## src/rtl/uart_rx_if.sv

```systemverilog
// Signal bundle between the UART receiver, the RX pin and the user logic.
// The receiver takes the slave side; user logic or a bench takes the master side.
interface uart_rx_if;
    logic       i_en;
    logic [2:0] i_baud_rate;
    logic       i_data_size;
    logic       i_parity_en;
    logic [1:0] i_parity_mode;
    logic       i_rx;
    logic [7:0] o_data;
    logic       o_valid;
    logic       o_ready;
    logic       o_new_data;
    logic       o_uart_clock;

    modport slave (
        input  i_en, i_baud_rate, i_data_size, i_parity_en, i_parity_mode, i_rx,
        output o_data, o_valid, o_ready, o_new_data, o_uart_clock
    );

    modport master (
        output i_en, i_baud_rate, i_data_size, i_parity_en, i_parity_mode, i_rx,
        input  o_data, o_valid, o_ready, o_new_data, o_uart_clock
    );
endinterface

```

## src/rtl/uart_rx.sv

```systemverilog
// Asynchronous serial receiver: centre-samples 7/8-bit frames with optional parity
// and reports each completed frame with a one-cycle new_data strobe.
//   state  | meaning
//   IDLE   | waiting for a low synchronized rx while enabled
//   START  | half a bit period in, confirm the start bit
//   DATA   | sampling data bits LSB first, one per bit period
//   PARITY | sampling and checking the parity bit
//   STOP   | sampling the stop bit, then publishing the frame
module uart_rx #(
    parameter int unsigned CLK_HZ = 100_000_000
) (
    input  logic     clk,
    input  logic     rst,
    uart_rx_if.slave bus
);
    localparam int unsigned T0 = (CLK_HZ + 230_400) / 460_800;
    localparam int unsigned T1 = (CLK_HZ + 115_200) / 230_400;
    localparam int unsigned T2 = (CLK_HZ + 57_600) / 115_200;
    localparam int unsigned T3 = (CLK_HZ + 28_800) / 57_600;
    localparam int unsigned T4 = (CLK_HZ + 19_200) / 38_400;
    localparam int unsigned T5 = (CLK_HZ + 9_600) / 19_200;
    localparam int unsigned T6 = (CLK_HZ + 4_800) / 9_600;
    localparam int unsigned T7 = (CLK_HZ + 2_400) / 4_800;
    localparam int CNT_W = $clog2(T7 + 1);

    typedef enum logic [2:0] {S_IDLE, S_START, S_DATA, S_PARITY, S_STOP} state_t;

    state_t           r_state;
    state_t           w_next;
    logic             r_rx_meta;
    logic             r_rx_sync;
    logic [CNT_W-1:0] r_cnt;
    logic [2:0]       r_baud;
    logic             r_size;
    logic             r_par_en;
    logic [1:0]       r_par_mode;
    logic [7:0]       r_shift;
    logic [2:0]       r_bit_idx;
    logic             r_par_ok;
    logic [7:0]       r_data;
    logic             r_valid;
    logic             r_new_data;
    logic             r_uclk;

    logic             w_start;
    logic             w_done;
    logic             w_tick;
    logic             w_last_bit;
    logic             w_par_exp;
    logic [CNT_W-1:0] w_period;
    logic [CNT_W-1:0] w_fall;
    logic [CNT_W-1:0] w_half_in;

    function automatic logic [CNT_W-1:0] period_of(input logic [2:0] sel);
        case (sel)
            3'd0:    return CNT_W'(T0);
            3'd1:    return CNT_W'(T1);
            3'd2:    return CNT_W'(T2);
            3'd3:    return CNT_W'(T3);
            3'd4:    return CNT_W'(T4);
            3'd5:    return CNT_W'(T5);
            3'd6:    return CNT_W'(T6);
            default: return CNT_W'(T7);
        endcase
    endfunction

    // Start detection uses the live select; the rest of the frame uses the latched one.
    assign w_period   = period_of(r_baud);
    assign w_fall     = w_period - (w_period >> 1);
    assign w_half_in  = (period_of(bus.i_baud_rate) >> 1) - CNT_W'(1);
    assign w_tick     = (r_cnt == '0);
    assign w_last_bit = (r_bit_idx == (r_size ? 3'd7 : 3'd6));

    always_comb begin
        w_par_exp = 1'b0;
        case (r_par_mode)
            2'b11:   w_par_exp = ~(^r_shift);
            2'b10:   w_par_exp = ^r_shift;
            2'b01:   w_par_exp = 1'b1;
            default: w_par_exp = 1'b0;
        endcase
    end

    always_ff @(posedge clk or posedge rst) begin
        if (rst) begin
            r_rx_meta <= 1'b1;
            r_rx_sync <= 1'b1;
        end else begin
            r_rx_meta <= bus.i_rx;
            r_rx_sync <= r_rx_meta;
        end
    end

    always_ff @(posedge clk or posedge rst) begin
        if (rst) r_state <= S_IDLE;
        else     r_state <= w_next;
    end

    always_comb begin
        w_next  = r_state;
        w_start = 1'b0;
        w_done  = 1'b0;
        case (r_state)
            S_IDLE: begin
                if (!r_rx_sync) begin
                    w_next  = S_START;
                    w_start = 1'b1;
                end
            end
            S_START:  if (w_tick) w_next = r_rx_sync ? S_IDLE : S_DATA;
            S_DATA:   if (w_tick && w_last_bit) w_next = r_par_en ? S_PARITY : S_STOP;
            S_PARITY: if (w_tick) w_next = S_STOP;
            S_STOP: begin
                if (w_tick) begin
                    w_next = S_IDLE;
                    w_done = 1'b1;
                end
            end
            default:  w_next = S_IDLE;
        endcase
        if (!bus.i_en) begin
            w_next  = S_IDLE;
            w_start = 1'b0;
            w_done  = 1'b0;
        end
    end

    always_ff @(posedge clk or posedge rst) begin
        if (rst) begin
            r_cnt      <= '0;
            r_baud     <= '0;
            r_size     <= 1'b0;
            r_par_en   <= 1'b0;
            r_par_mode <= '0;
            r_shift    <= '0;
            r_bit_idx  <= '0;
            r_par_ok   <= 1'b1;
            r_data     <= '0;
            r_valid    <= 1'b0;
            r_new_data <= 1'b0;
            r_uclk     <= 1'b0;
        end else begin
            r_new_data <= 1'b0;
            if (w_start) begin
                r_cnt      <= w_half_in;
                r_baud     <= bus.i_baud_rate;
                r_size     <= bus.i_data_size;
                r_par_en   <= bus.i_parity_en;
                r_par_mode <= bus.i_parity_mode;
                r_shift    <= '0;
                r_bit_idx  <= '0;
                r_par_ok   <= 1'b1;
                r_uclk     <= 1'b0;
            end else if (w_next == S_IDLE) begin
                r_uclk <= 1'b0;
            end else if (w_tick) begin
                r_cnt  <= w_period - CNT_W'(1);
                r_uclk <= 1'b1;
                if (r_state == S_DATA) begin
                    r_shift[r_bit_idx] <= r_rx_sync;
                    r_bit_idx          <= r_bit_idx + 3'd1;
                end
                if (r_state == S_PARITY) r_par_ok <= (r_rx_sync == w_par_exp);
            end else begin
                r_cnt <= r_cnt - CNT_W'(1);
                if (r_cnt == w_fall) r_uclk <= 1'b0;
            end
            if (w_done) begin
                r_data     <= r_shift;
                r_valid    <= r_par_ok & r_rx_sync;
                r_new_data <= 1'b1;
            end
        end
    end

    // Ready is held low through the strobe cycle so it rises the cycle after.
    assign bus.o_ready      = (r_state == S_IDLE) & ~r_new_data;
    assign bus.o_data       = r_data;
    assign bus.o_valid      = r_valid;
    assign bus.o_new_data   = r_new_data;
    assign bus.o_uart_clock = r_uclk;
endmodule

```

## src/flat_wrapper.sv

```systemverilog
// flat-port wrapper written by rule: the top's interface ports become plain ports
module uart_rx_flat 
#(
    parameter int unsigned CLK_HZ = 100_000_000
)
  (clk, rst, bus_i_en, bus_i_baud_rate, bus_i_data_size, bus_i_parity_en, bus_i_parity_mode, bus_i_rx, bus_o_data, bus_o_valid, bus_o_ready, bus_o_new_data, bus_o_uart_clock);
  uart_rx_if bus_i ();
  input  logic clk;
  input  logic rst;
  input wire logic [$bits(bus_i.i_en)-1:0] bus_i_en;
  input wire logic [$bits(bus_i.i_baud_rate)-1:0] bus_i_baud_rate;
  input wire logic [$bits(bus_i.i_data_size)-1:0] bus_i_data_size;
  input wire logic [$bits(bus_i.i_parity_en)-1:0] bus_i_parity_en;
  input wire logic [$bits(bus_i.i_parity_mode)-1:0] bus_i_parity_mode;
  input wire logic [$bits(bus_i.i_rx)-1:0] bus_i_rx;
  output wire logic [$bits(bus_i.o_data)-1:0] bus_o_data;
  output wire logic [$bits(bus_i.o_valid)-1:0] bus_o_valid;
  output wire logic [$bits(bus_i.o_ready)-1:0] bus_o_ready;
  output wire logic [$bits(bus_i.o_new_data)-1:0] bus_o_new_data;
  output wire logic [$bits(bus_i.o_uart_clock)-1:0] bus_o_uart_clock;
  assign bus_i.i_en = bus_i_en;
  assign bus_i.i_baud_rate = bus_i_baud_rate;
  assign bus_i.i_data_size = bus_i_data_size;
  assign bus_i.i_parity_en = bus_i_parity_en;
  assign bus_i.i_parity_mode = bus_i_parity_mode;
  assign bus_i.i_rx = bus_i_rx;
  assign bus_o_data = bus_i.o_data;
  assign bus_o_valid = bus_i.o_valid;
  assign bus_o_ready = bus_i.o_ready;
  assign bus_o_new_data = bus_i.o_new_data;
  assign bus_o_uart_clock = bus_i.o_uart_clock;
  uart_rx #(.CLK_HZ(CLK_HZ)) u_core (.clk(clk), .rst(rst), .bus(bus_i));
endmodule
```

## config.mk

```make
export PLATFORM = sky130hd
export DESIGN_NAME = uart_rx_flat
export DESIGN_NICKNAME = d
export VERILOG_FILES = /design/src/rtl/uart_rx_if.sv /design/src/rtl/uart_rx.sv /design/src/flat_wrapper.sv
export SDC_FILE = /design/constraint.sdc
export NUM_CORES = 1
export LEC_CHECK = 0
export ABC_AREA = 0
export CAP_MARGIN = 0
export CORE_UTILIZATION = 61
export DETAILED_ROUTE_END_ITERATION = 7
export GPL_TIMING_DRIVEN = 0
export PLACE_DENSITY = 0.92
export SYNTH_ARGS = -nofsm -noshare
export SYNTH_HDL_FRONTEND = slang
export SYNTH_SLANG_ARGS = --single-unit
export TNS_END_PERCENT = 50
```

## constraint.sdc

```tcl
create_clock -name clk -period 3.75 [get_ports clk]
set_clock_uncertainty 0.1 [all_clocks]
set_input_delay 0.5625 -clock clk [delete_from_list [all_inputs] [get_ports clk]]
set_output_delay 0.5625 -clock clk [all_outputs]
set_load 0.02 [all_outputs]
```

**Word level (Yosys, flattened, before mapping)**

Cells that the tools add are included.

- Output and inout bits: 12
- Logic and storage cells: 105
- Memory bits (read-only): 0
- Input bits: 11
- RAM bits: 0
- Latch bits: 0
- Register bits: 50
- Memories: 0

- Order comparisons: 2
- Add/subtract/negate cells: 5
- $mul: 0
- Div/mod/pow operators: 0
- Muxes and demuxes: 42
- Shift-type cells: 0
- Reductions and logical operators: 14
- Bitwise operators: 4
- Equality and inequality tests: 23

Operators by type and width:

| kind | number |
|---|---|
| 15-bit one-hot mux with 7 select lines | 2 |
| 15-bit 2-to-1 mux | 3 |
| 3-bit 2-to-1 mux | 11 |
| 8-bit 2-to-1 mux | 4 |
| 15-bit by 1-bit subtractor with 15-bit output, second input constant | 2 |
| 3-bit equality test, second input constant | 7 |
| 3-bit by 2-bit equality test with 1-bit output, second input constant | 6 |
| 1-bit 2-to-1 mux | 17 |
| 15-bit equality test | 1 |
| 15-bit logical NOT | 1 |
| 3-bit one-hot mux with 5 select lines | 1 |
| 14-bit by 1-bit subtractor with 15-bit output, second input constant | 1 |
| 15-bit by 14-bit subtractor with 15-bit output | 1 |
| 3-bit logical NOT | 4 |
| 3-bit by 1-bit equality test with 1-bit output, second input constant | 3 |
| 8-bit bitwise mux | 1 |
| 8-bit parity | 1 |
| 3-bit AND reduction | 2 |
| 2-bit nonzero test | 3 |
| 2-bit equality test, second input constant | 2 |
| 3-bit by 4-bit less-than comparator with 1-bit output, second input constant | 1 |
| 4-bit nonzero test | 1 |
| 3-bit by 1-bit adder with 3-bit output, second input constant | 1 |
| 1-bit demux with 3-bit select | 1 |
| other kinds (10) | 13 |

**Depth between registers and ports, before layout**

Gate-level depths: netlist of the first run.

- Word-level depth: 9
- Gate-level depth with buffers: 14
- Mapped depth without buffers: 13

**Worst setup path before layout of the first run**

OpenSTA, ideal clock, no wires.

- Path type: register -> register
- From: register u_core.r_baud[1]
- To: register u_core.r_uclk, in the netlist u_core.bus.o_uart_clock
- Cell stages (with the launch flop): 14
- Arrival: 2.881 ns
- Library setup time: 0.131 ns
- Period minus slack after synthesis: 3.112 ns
- Buffers on the path: 2
- Data required time: 3.519 ns
- Path slack: 0.638 ns
- Path through: dfrtp_1 -> buf_2 -> buf_2 -> nor2_1 -> ha_1 -> inv_1 -> fa_1 -> a21o_1 -> a211o_1 -> a221oi_1 -> o22ai_1 -> xnor2_1 -> nor4_1 -> a31oi_1

- Longest elaborated chain between the ends: 5
- Elaborated cells on any way between the ends: 11
- Classes of those cells: add/sub: 1; eq/ne: 7; mux: 1; reduce/logical: 2

Ends and longest elaborated chain:

| item | RTL line | source |
|---|---|---|
| start, declared | uart_rx.sv:33 | `logic [2:0] r_baud;` |
| start signal, assigned | uart_rx.sv:146 | `r_baud <= bus.i_baud_rate;` |
| 3-bit equality test (tied with other cells) | uart_rx.sv:55 | `case (sel)` |
| 15-bit one-hot mux with 7 select lines (*) | uart_rx.sv:55 |  |
| 15-bit by 14-bit subtractor with 15-bit output (*) | uart_rx.sv:69 | `assign w_fall = w_period - (w_period >> 1);` |
| 15-bit equality test (*) | uart_rx.sv:166 | `if (r_cnt == w_fall) r_uclk <= 1'b0;` |
| 4-bit nonzero test (no source line) (*) | -- |  |
| end signal, assigned | uart_rx.sv:155 | `r_uclk <= 1'b0;` |
| end signal, assigned | uart_rx.sv:158 | `r_uclk <= 1'b1;` |
| end signal, assigned | uart_rx.sv:166 |  |
| end, declared | uart_rx.sv:43 | `logic r_uclk;` |

Mark *: on every way between the ends. The rest lies on a longest branch, timed or not.
A chain may end at the register's enable or synchronous reset.

**Final worst setup path of the first run**

- From: register u_core.r_baud[0]
- To: register u_core.r_uclk, in the netlist u_core.bus.o_uart_clock

The elaborated chain is that of the path after synthesis.

==> summary.md, run 1 <==
| Metric | Value |
|---|---|
| Status | `completed` |
| RD Place Congestion | `0.939` |
| Antenna fix cells | `0` |
| Core area | `0.00642 mm2` |
| Antenna Nets Post-Route | `0` |
| H-tree depth | `2` |
| Yosys warns | `0` |
| # DRC | `0` |
| GRT Residual Overflow | `0` |
| Slew Viols, Final | `0` |
| Synthesized area | `0.00411 mm2` |
| Post-Syn Instances | `496` |
| Post-DR wirelength/cell | `18.1 um` |
| Final HPWL DP | `8190 um` |
| Overall global routing resource usage | `32.2%` |
| Critical path launch point type | `flip-flop` |
| Die Area | `0.00707 mm2` |
| Max Cap Viol | `0` |
| Final Cycle Share | `95.2%` |
| Vias | `4031` |
| Reg power frac | `29.7%` |
| Crit path time final | `3570 ps` |
| Final #Nets | `555` |
| Initial antenna violation count | `0` |
| Port Buffers | `20` |
| Reg2reg setup slack | `180 ps` |
| P_sw | `1240 uW` |
| Post-synthesis sequential area ratio | `30.5%` |
| Slew HR | `57.1%` |
| Initial DRC Count | `460` |
| Synth cell types | `75` |
| Layout area overhead | `11.3%` |
| Syn Area/Cell | `8.29 um2` |
| Clk buf depth | `2` |
| Post-synth ARST share | `100%` |
| Clk root buf | `clkbuf_8` |
| Vias in the first global route | `3832` |
| VDD IR-drop max | `0.310 mV` |
| DR pass1 iterations | `6` |
| Most common library cells after synthesis | `nand2_1 (56), dfrtp_1 (47), o21ai_0 (38)` |
| Final hold violations | `0` |
| Clock power frac | `12.8%` |
| Cell Int Power | `1430 uW` |
| Post-synth top area share | `28.6%` |
| Clk pin slew, worst setup/hold paths | `100 ps` |
| Static Leak | `0.00193 uW` |
| CP max-delay cell | `a2111oi_1` |
| Chip width | `84.1 um` |
| DP Worst Slack | `73.3 ps` |
| Share of layout cells above drive strength 1 | `11.3%` |
| Row cnt | `29` |
| CP Class | `flip-flop to flip-flop` |
| Dominant cell type by area after synthesis | `dfrtp_1` |
| Crit path DAT | `3670 ps` |
| Post-synth EDFFs | `0` |
| Cell with the most instances after synthesis | `nand2_1` |
| Final Worst Setup Slack | `179 ps` |
| Die height | `84.1 um` |
| Setup TNS | `0 ps` |
| Synth top area cells | `dfrtp_1 (29%), xnor2_1 (7.2%), nand2_1 (5.1%)` |
| Clock buffer count from CTS | `5` |
| Clock Latency Late Sink | `320 ps` |
| Post-CTS Hold Buffers | `0` |
| Combinational Power Share | `57.5%` |
| Cells along the critical path | `clkbuf_4 -> clkbuf_1 -> o21ai_1 -> inv_1 -> ha_1 -> a2111oi_1 -> nor3b_2 -> o21ai_0 -> a2111o_1 -> nor4_1 -> a31oi_1` |
| Total clock sinks | `50` |
| CP Max Fanout | `10` |
| Largest stage delay, worst path | `580 ps` |
| Fmax | `280 MHz` |
| First-pass GRT wire length | `18100 um` |
| Slew @ Worst Pin | `639 ps` |
| Starting Density | `64.0%` |
| Required @ worst endpoint | `3850 ps` |
| Pin count of the biggest net entering global routing | `27` |
| Io pins | `23` |
| Critical path capture point type | `flip-flop` |
| Drt total wl | `11000 um` |
| Final setup violation count | `0` |
| Pwr/cell area | `582 mW/mm2` |
| Sw Ratio | `46.4%` |
| Vias per inst | `6.65` |
| Seq cells post-synth | `50` |
| Syn Nets | `523` |
| Synth Flop Type | `dfrtp_1` |
| CTS tree | `done` |
| Worst min-delay path class | `flip-flop to flip-flop` |
-- sequential cells by signal (all words and copies together), names as in the netlist --
| name | flops |
|---|---|
| u_core.r_rx_meta | 1 |
| u_core.r_shift | 8 |
| u_core.r_par_ok | 1 |
| u_core.bus.o_uart_clock | 1 |
| u_core.bus.o_new_data | 1 |
| u_core.r_size | 1 |
| u_core.bus.o_valid | 1 |
| u_core.r_bit_idx | 3 |
| u_core.r_baud | 3 |
| u_core.r_par_en | 1 |
| u_core.r_rx_sync | 1 |
| u_core.bus.o_data | 8 |
| u_core.r_state | 3 |
| u_core.r_cnt | 15 |
| u_core.r_par_mode | 2 |
-- worst paths after layout --
kind,startpoint,to,cells after the start
worst max-delay path,u_core.r_baud[0],u_core.bus.o_uart_clock,11
worst max register to register,u_core.r_baud[0],u_core.bus.o_uart_clock,11
max in group asynchronous,rst,u_core.r_par_ok,3
min in group asynchronous,rst,u_core.bus.o_uart_clock,2
worst min register to register,u_core.r_rx_meta,u_core.r_rx_sync,0
worst min-delay path,u_core.r_rx_meta,u_core.r_rx_sync,0
-- layout make-up --
class,count,area (um2)
multi-input cells,388,2620
well taps,77,96.3
repair buffers,25,250
clock buffers,5,68.8
plain buffers,32,156
fillers,480,1850
flip-flops and latches,50,1250
inverters,26,101
clock inverters,3,26.3
-- cell usage in the layout (no fill, tap or decap), types with 14 or more instances in the layout --
master	netlist	layout
ha_1	15	15
xor2_1	14	14
clkbuf_1	14	14
inv_1	24	22
nand2_1	56	56
nand3_1	18	18
xnor2_1	34	34
o21ai_0	38	37
dfrtp_1	47	47
a21oi_1	27	27
nor2_1	26	26
clkdlybuf4s50_1	0	20
-- metrics by stage --
stage          area, um2  instances  util (%)  hold WS [ps]  power (uW)
5_1_grt             4580        606      71.2           272        2840
3_5_place_dp        4430        594      68.9           249        2250
4_1_cts             4520        602      70.4           265        2590
2_1_floorplan       4110        496         -           245        1910
6_report            4580        606      71.2           261        2660
3_3_place_gp        4410        593      68.6           246        2170
-- routing by layer --
layer | GRT usage (%) | routed length, um
met1 | 42.2 | 4440
met2 | 53.1 | 5180
met3 | 4.65 | 918
met4 | 14.4 | 410
met5 | 0 | 0
-- timing repair --
item,in CTS,in global routing
buffers inserted,0,4
setup endpoints to repair,0,1
resized for setup,0,8
-- kinds of logic (layout without fill, tap and decap cells) --
logic type | count (synthesis) | in the layout | synth area share, %
and+or+nand+nor | 176 | 176 | 23.4
AOI/OAI and AO/OA | 135 | 135 | 21.3
buffers and inverters | 58 | 91 | 6.12
DFF | 50 | 50 | 30.5
xor gates and xnor gates | 48 | 48 | 10.2
adders and majority gates | 16 | 16 | 5.05
muxes | 13 | 13 | 3.41
-- power by group through the flow --
stage	Sequential (uW)	Clock [uW]	Combinational, uW
CTS	781	343	1470
global placement	784	0	1380
detailed placement	792	0	1450
finish	792	341	1530
global route	798	362	1680
floorplan	740	0	1170
-- critical path: cells and delay by family, from the launching register on --
| family | cells | cell delay [ps] |
|---|---|---|
| compound gates | 5 | 1320 |
| fa+ha+maj | 1 | 290 |
| buf+inv | 3 | 750 |
| flops | 1 | 430 |
| simple gates | 2 | 580 |
No activity file was read; power rests on OpenSTA's default activity.
==> inputs of run 2 (changes only) <==
SKIP_LAST_GASP = 1   (was unset)
SLEW_MARGIN = 10   (was unset)
==> results of run 2 <==
No change in the layout: final DEF, timing and power equal those of run 1.
